**src/rtl/nav_position_unit.sv**
```systemverilog
`default_nettype none
// ============================================================================
// Module      : nav_position_unit
// Description : Per-axis navigation position integrator with a jump drive.
//               Velocity is derived combinationally from a one-hot speed
//               mode. It is integrated into a saturating signed position
//               every cycle while cruising. A jump request charges for
//               CHARGE cycles and then loads a captured target into the
//               position.
// Revision    : 1.0 - initial release
// ----------------------------------------------------------------------------
// Ports
//   clk              in   1     clock, rising edge
//   rst              in   1     synchronous active-high reset
//   mode_i           in   4     one-hot mode: 0001 stop, 0010 attack,
//                               0100 defense, 1000 stealth
//   speed_i          in   N*K   per-axis signed base speed
//   jump_req_i       in   1     request a jump to jump_position_i
//   jump_position_i  in   N*K   per-axis signed jump target
//   jump_abort_i     in   1     cancel a charging jump
//   velocity_o       out  N*K   per-axis mode-scaled velocity (combinational)
//   position_o       out  N*K   per-axis registered position
//   jump_busy_o      out  1     high while the drive is charging
//   jump_done_o      out  1     one-cycle pulse when a jump lands
//   sat_o            out  N     per-axis saturation flag of the last update
//   mode_err_o       out  1     mode_i is not exactly one-hot (combinational)
// ============================================================================
module nav_position_unit #(
    parameter int K      = 16,
    parameter int N      = 3,
    parameter int CHARGE = 8
) (
    input  logic           clk,
    input  logic           rst,
    input  logic [3:0]     mode_i,
    input  logic [N*K-1:0] speed_i,
    input  logic           jump_req_i,
    input  logic [N*K-1:0] jump_position_i,
    input  logic           jump_abort_i,
    output logic [N*K-1:0] velocity_o,
    output logic [N*K-1:0] position_o,
    output logic           jump_busy_o,
    output logic           jump_done_o,
    output logic [N-1:0]   sat_o,
    output logic           mode_err_o
);

    localparam int CW = (CHARGE > 1) ? $clog2(CHARGE) : 1;
    localparam logic [CW-1:0] c_CNT_LOAD = CW'(CHARGE - 1);

    localparam logic [0:0] c_ST_CRUISE = 1'b0;
    localparam logic [0:0] c_ST_CHARGE = 1'b1;

    // Divisor selector: 0 gives zero velocity, 1..3 divide speed by 1..3.
    localparam logic [1:0] c_DIV_ZERO = 2'd0;
    localparam logic [1:0] c_DIV_ONE  = 2'd1;
    localparam logic [1:0] c_DIV_TWO  = 2'd2;
    localparam logic [1:0] c_DIV_THR  = 2'd3;

    localparam logic signed [K-1:0] c_TWO   = K'(2);
    localparam logic signed [K-1:0] c_THREE = K'(3);
    localparam logic [K-1:0] c_POS_MAX = {1'b0, {(K-1){1'b1}}};
    localparam logic [K-1:0] c_NEG_MIN = {1'b1, {(K-1){1'b0}}};

    logic [0:0]     state_q, state_d;
    logic [CW-1:0]  cnt_q, cnt_d;
    logic [N*K-1:0] tgt_q, tgt_d;
    logic [N*K-1:0] pos_q, pos_d;
    logic           done_q, done_d;
    logic [N-1:0]   sat_q, sat_d;

    logic [1:0]     w_div;
    logic           w_mode_err;
    logic [N*K-1:0] w_vel;
    logic [N*K-1:0] w_integ;
    logic [N-1:0]   w_clamp;

    // ------------------------------------------------------------------
    // Mode decode: anything other than exactly one bit set is an error
    // and forces zero velocity.
    // ------------------------------------------------------------------
    always_comb begin
        w_div      = c_DIV_ZERO;
        w_mode_err = 1'b0;
        case (mode_i)
            4'b0001: w_div = c_DIV_ZERO;
            4'b0010: w_div = c_DIV_ONE;
            4'b0100: w_div = c_DIV_TWO;
            4'b1000: w_div = c_DIV_THR;
            default: w_mode_err = 1'b1;
        endcase
    end

    // ------------------------------------------------------------------
    // Per-axis velocity and saturating integration
    // ------------------------------------------------------------------
    generate
        for (genvar i = 0; i < N; i++) begin : g_axis
            logic signed [K-1:0] w_spd;
            logic signed [K-1:0] w_v;
            logic [K-1:0]        w_p;
            logic [K:0]          w_sum;
            logic                w_hi;
            logic                w_lo;

            assign w_spd = speed_i[i*K +: K];
            assign w_p   = pos_q[i*K +: K];

            // Signed division truncates toward zero.
            always_comb begin
                w_v = '0;
                case (w_div)
                    c_DIV_ONE: w_v = w_spd;
                    c_DIV_TWO: w_v = w_spd / c_TWO;
                    c_DIV_THR: w_v = w_spd / c_THREE;
                    default:   w_v = '0;
                endcase
            end

            // Sign-extended K+1 bit sum; the top two bits disagree only on
            // overflow, and the carry-out bit gives the overflow direction.
            assign w_sum = {w_p[K-1], w_p} + {w_v[K-1], w_v};
            assign w_hi  = ~w_sum[K] &  w_sum[K-1];
            assign w_lo  =  w_sum[K] & ~w_sum[K-1];

            assign w_vel[i*K +: K]   = w_v;
            assign w_integ[i*K +: K] = w_hi ? c_POS_MAX :
                                       w_lo ? c_NEG_MIN : w_sum[K-1:0];
            assign w_clamp[i]        = w_hi | w_lo;
        end
    endgenerate

    // ------------------------------------------------------------------
    // CRUISE / CHARGE state machine
    // ------------------------------------------------------------------
    always_comb begin
        state_d = state_q;
        cnt_d   = cnt_q;
        tgt_d   = tgt_q;
        pos_d   = pos_q;
        done_d  = 1'b0;
        sat_d   = '0;
        case (state_q)
            c_ST_CRUISE: begin
                if (jump_req_i) begin
                    state_d = c_ST_CHARGE;
                    tgt_d   = jump_position_i;
                    cnt_d   = c_CNT_LOAD;
                end else begin
                    pos_d = w_integ;
                    sat_d = w_clamp;
                end
            end
            c_ST_CHARGE: begin
                // Abort takes priority over a landing in the same cycle.
                if (jump_abort_i) begin
                    state_d = c_ST_CRUISE;
                end else if (cnt_q == '0) begin
                    state_d = c_ST_CRUISE;
                    pos_d   = tgt_q;
                    done_d  = 1'b1;
                end else begin
                    cnt_d = cnt_q - CW'(1);
                end
            end
            default: state_d = c_ST_CRUISE;
        endcase
    end

    always_ff @(posedge clk) begin
        if (rst) begin
            state_q <= c_ST_CRUISE;
            cnt_q   <= '0;
            tgt_q   <= '0;
            pos_q   <= '0;
            done_q  <= 1'b0;
            sat_q   <= '0;
        end else begin
            state_q <= state_d;
            cnt_q   <= cnt_d;
            tgt_q   <= tgt_d;
            pos_q   <= pos_d;
            done_q  <= done_d;
            sat_q   <= sat_d;
        end
    end

    assign velocity_o  = w_vel;
    assign position_o  = pos_q;
    assign jump_busy_o = (state_q == c_ST_CHARGE);
    assign jump_done_o = done_q;
    assign sat_o       = sat_q;
    assign mode_err_o  = w_mode_err;

endmodule
`default_nettype wire

```
**config.mk**
```make
export PLATFORM = sky130hd
export DESIGN_NAME = nav_position_unit
export DESIGN_NICKNAME = d
export VERILOG_FILES = /design/src/rtl/nav_position_unit.sv
export SDC_FILE = /design/constraint.sdc
export NUM_CORES = 1
export LEC_CHECK = 0
export CAP_MARGIN = 20
export CORE_MARGIN = 2
export CORE_UTILIZATION = 45
export CTS_BUF_LIST = sky130_fd_sc_hd__clkbuf_4 sky130_fd_sc_hd__clkbuf_8
export CTS_CLUSTER_SIZE = 28
export DETAILED_ROUTE_END_ITERATION = 6
export GPL_ROUTABILITY_DRIVEN = 0
export PLACE_DENSITY = 0.65
export SLEW_MARGIN = 20
export SYNTH_ARGS = -nofsm -noshare
export SYNTH_HDL_FRONTEND = slang
export SYNTH_SLANG_ARGS = --single-unit
```
**constraint.sdc**
```tcl
create_clock -name clk -period 13.8 [get_ports clk]
set_input_delay 2.07 -clock clk [delete_from_list [all_inputs] [get_ports clk]]
set_output_delay 2.07 -clock clk [all_outputs]
set_load 0.01 [all_outputs]
```
==> flow_summary.toml <==
[yosys]
seq_area_frac_synth = 0.138
syn_nets = 2378
synth-warning-count = 0
syn_inst = 2192
async_flop_share = 0
synth_area_per_cell_um2 = 6.89
synth_cell_types = 112
synth_edf_count = 0
synth-main-ff-cell = "dfxtp_1"
synth_seq_cells = 104
syn_area_um2 = 15100

[finish]
final_cell_area_um2 = 17800
synthToLayoutAreaGrowth_pct = 17.9
mostFrequentLayoutCell = "nand2_1"
drive_gt1_frac = 0.0690
nets = 2486
fillers = 3281
final_cell_mix = "nand2_1 (314), clkdlybuf4s50_1 (204), a21oi_1 (189)"

[power_and_ir_drop]
p_leak_uw = 0.00648
combinationalPowerShare = 0.631
power_frac_clock = 0.137
ir_worst_vdd_uv = 53.2
power_frac_seq = 0.232
p_switching_uw = 710
p_int_uw = 793
p_per_area_nw_per_um2 = 84.4
switching_share = 0.472

[die]
fp-row-count = 67
die_h_um = 187
die_area_um2 = 35100
ios = 206
die_w_um = 187
core-area_um2 = 33300
start_util = 0.454

[worst_hold_path]
whs_path_depth = 2
hold_path.class = "register to register"
hold_start = "tgt_q[30]"

[timing]
period_minus_slack_ns = 13.09
final.setup.worst_slack_ns = 0.708
hold_viol_final = 0
period_share = 0.949
setup_viol = 0
maxSlewHeadroom = 0.277
skew_ns = 0.0124
worstMarginPinSlew_ns = 1.08
final-max-slew-violation-count = 0
fmax_mhz = 76.4
tns_ns = 0

[drt]
first_pass_iters = 6
vias_per_cell = 6.46
route.detailed.drc = 0
via_count = 17800
ant_nets = 0
routed_wirelength_um = 54800
drt_iter0_drc = 1956
wl_per_cell_um = 19.9

[setup_path]
crit_path_frequent_cell = "a21oi_1"
critical_path_class = "input port to register"
slowest_stage = "or4_1"
crit_arrival_ns = 13.36
worstPathRequired_ns = 14.07
start_kind = "input port"
crit_fanout = 15
end_kind = "register"
cp_slowest_stage_delay_ns = 0.77
r2r_cells = 20
r2r-start = "position_o[17]"
crit_path_start = "speed_i[5]"

[clock_network]
hold_buffers = 0
cts_inserted_buffers = 9
cts.sinks = 104
cts_htree_levels = 3
clk_pin_slew_ns = 0.10
cts_buffer_depth = 2
clock_latency_ns = 0.38
cts_tree = "done"
cts-root-buf = "clkbuf_8"

[grt]
antenna_found_initial = 4
grt_pass1_vias = 16300
grt_pass1_wl_um = 87500
grt_max_degree = 104
grtUsageTotal = 0.300
overflow = 0

[placement]
place_area_um2 = 17500
pre_cts_slack_ns = 0.301
dpl.hpwl_um = 41000
port_buffers = 205

[run_status]
status = "finished, final reports clean"

[run]
drv_cap = 0
==> kinds of logic (layout without fill, tap and decap cells) <==
kind of cell,after synthesis,count (layout),synth area share
AO/OA/AOI/OAI,749,749,0.350
XOR/XNOR,167,167,0.0983
adder cells (fa/ha/maj),86,86,0.0720
buffers and inverters,228,341,0.0604
flip-flops,104,104,0.138
multiplexers,24,24,0.0173
other,0,1,0
AND/OR/NAND/NOR,834,834,0.265
==> metrics by stage <==
stage               instances  hold WS, ns   util  power (µW)
finish                   2754        0.454  0.535        1500
global placement         2735        0.437  0.526        1250
global route             2753        0.476  0.535        1610
detailed placement       2735        0.442  0.526        1270
floorplan                2192        0.431      -         990
CTS                      2751        0.455  0.532        1480
==> state kept, by name (all words and copies together), names as in the netlist <==
name,flops
jump_busy_o,1
cnt_q,3
position_o,48
sat_o,3
tgt_q,48
jump_done_o,1
==> power by group through the flow <==
stage	combinational [µW]	clock (µW)	sequential, µW
final	948	207	349
after floorplan	634	0	355
after CTS	919	211	349
after global placement	900	0	355
after global routing	1030	225	352
after detailed placement	913	0	355
==> cell usage after synthesis (all sizes together), types with 19 or more instances <==
library cell  count  area share
a21oi           192       0.064
clkbuf          130       0.032
dfxtp           104        0.14
nor2b            19      0.0079
nand2b           49       0.020
nand2           315       0.078
nand4            19      0.0079
o311ai           42       0.024
nor4             28       0.015
a211oi           30       0.015
ha               79       0.065
xnor2           109       0.063
xor2             58       0.035
o31ai            35       0.019
nor3             56       0.019
a31oi            24       0.011
buf              33       0.012
o211ai           29       0.015
a21o             20      0.0099
nand3            64       0.022
inv              65       0.016
o21ai           134       0.045
o21bai           35       0.017
o22ai            21      0.0099
a22oi            31       0.015
nor2            182       0.045
==> path summary, 6_finish.rpt <==
path | slack (ns) | end
setup / recovery | 0.71 | position_o[14]
hold reg to reg | 0.45 | tgt_q[30]
setup reg to reg | 9.25 | position_o[20]
hold / removal | 0.45 | tgt_q[30]
==> metal layers <==
layer	up-vias	GRT usage	part of all wire
met5	-	0	0.00080
met4	6	0.0806	0.029
met2	975	0.467	0.43
met1	8353	0.415	0.44
li1	8345	-	-
met3	124	0.0683	0.10
==> worst max-delay path, delay by kind of cell <==
| kind | cells | cell delay, ns |
|---|---|---|
| compound gates | 23 | 5.16 |
| simple gates | 10 | 3.33 |
| fa+ha+maj | 4 | 1.25 |
| buf+inv | 4 | 1.09 |
| xor+xnor | 2 | 0.43 |
==> timing repair <==
| item | 4_1_cts | 5_1_grt |
|---|---|---|
| endpoints found under the hold margin | 0 | 0 |
| endpoints found under the setup margin | 0 | 45 |
| resized for setup | 0 | 13 |
| setup buffers | 0 | 0 |
==> final cells by class <==
type,instances,area [µm²],share of cell area
antenna,1,2.50,0.000140
clock buffer,13,173,0.00969
clock inverter,3,40.0,0.00225
inverter,65,244,0.0137
multi-input combinational,1860,12200,0.686
sequential,104,2090,0.117
tap,448,561,0.0315
timing repair buffer,260,2490,0.140
Power figures use the tool's default switching activity.
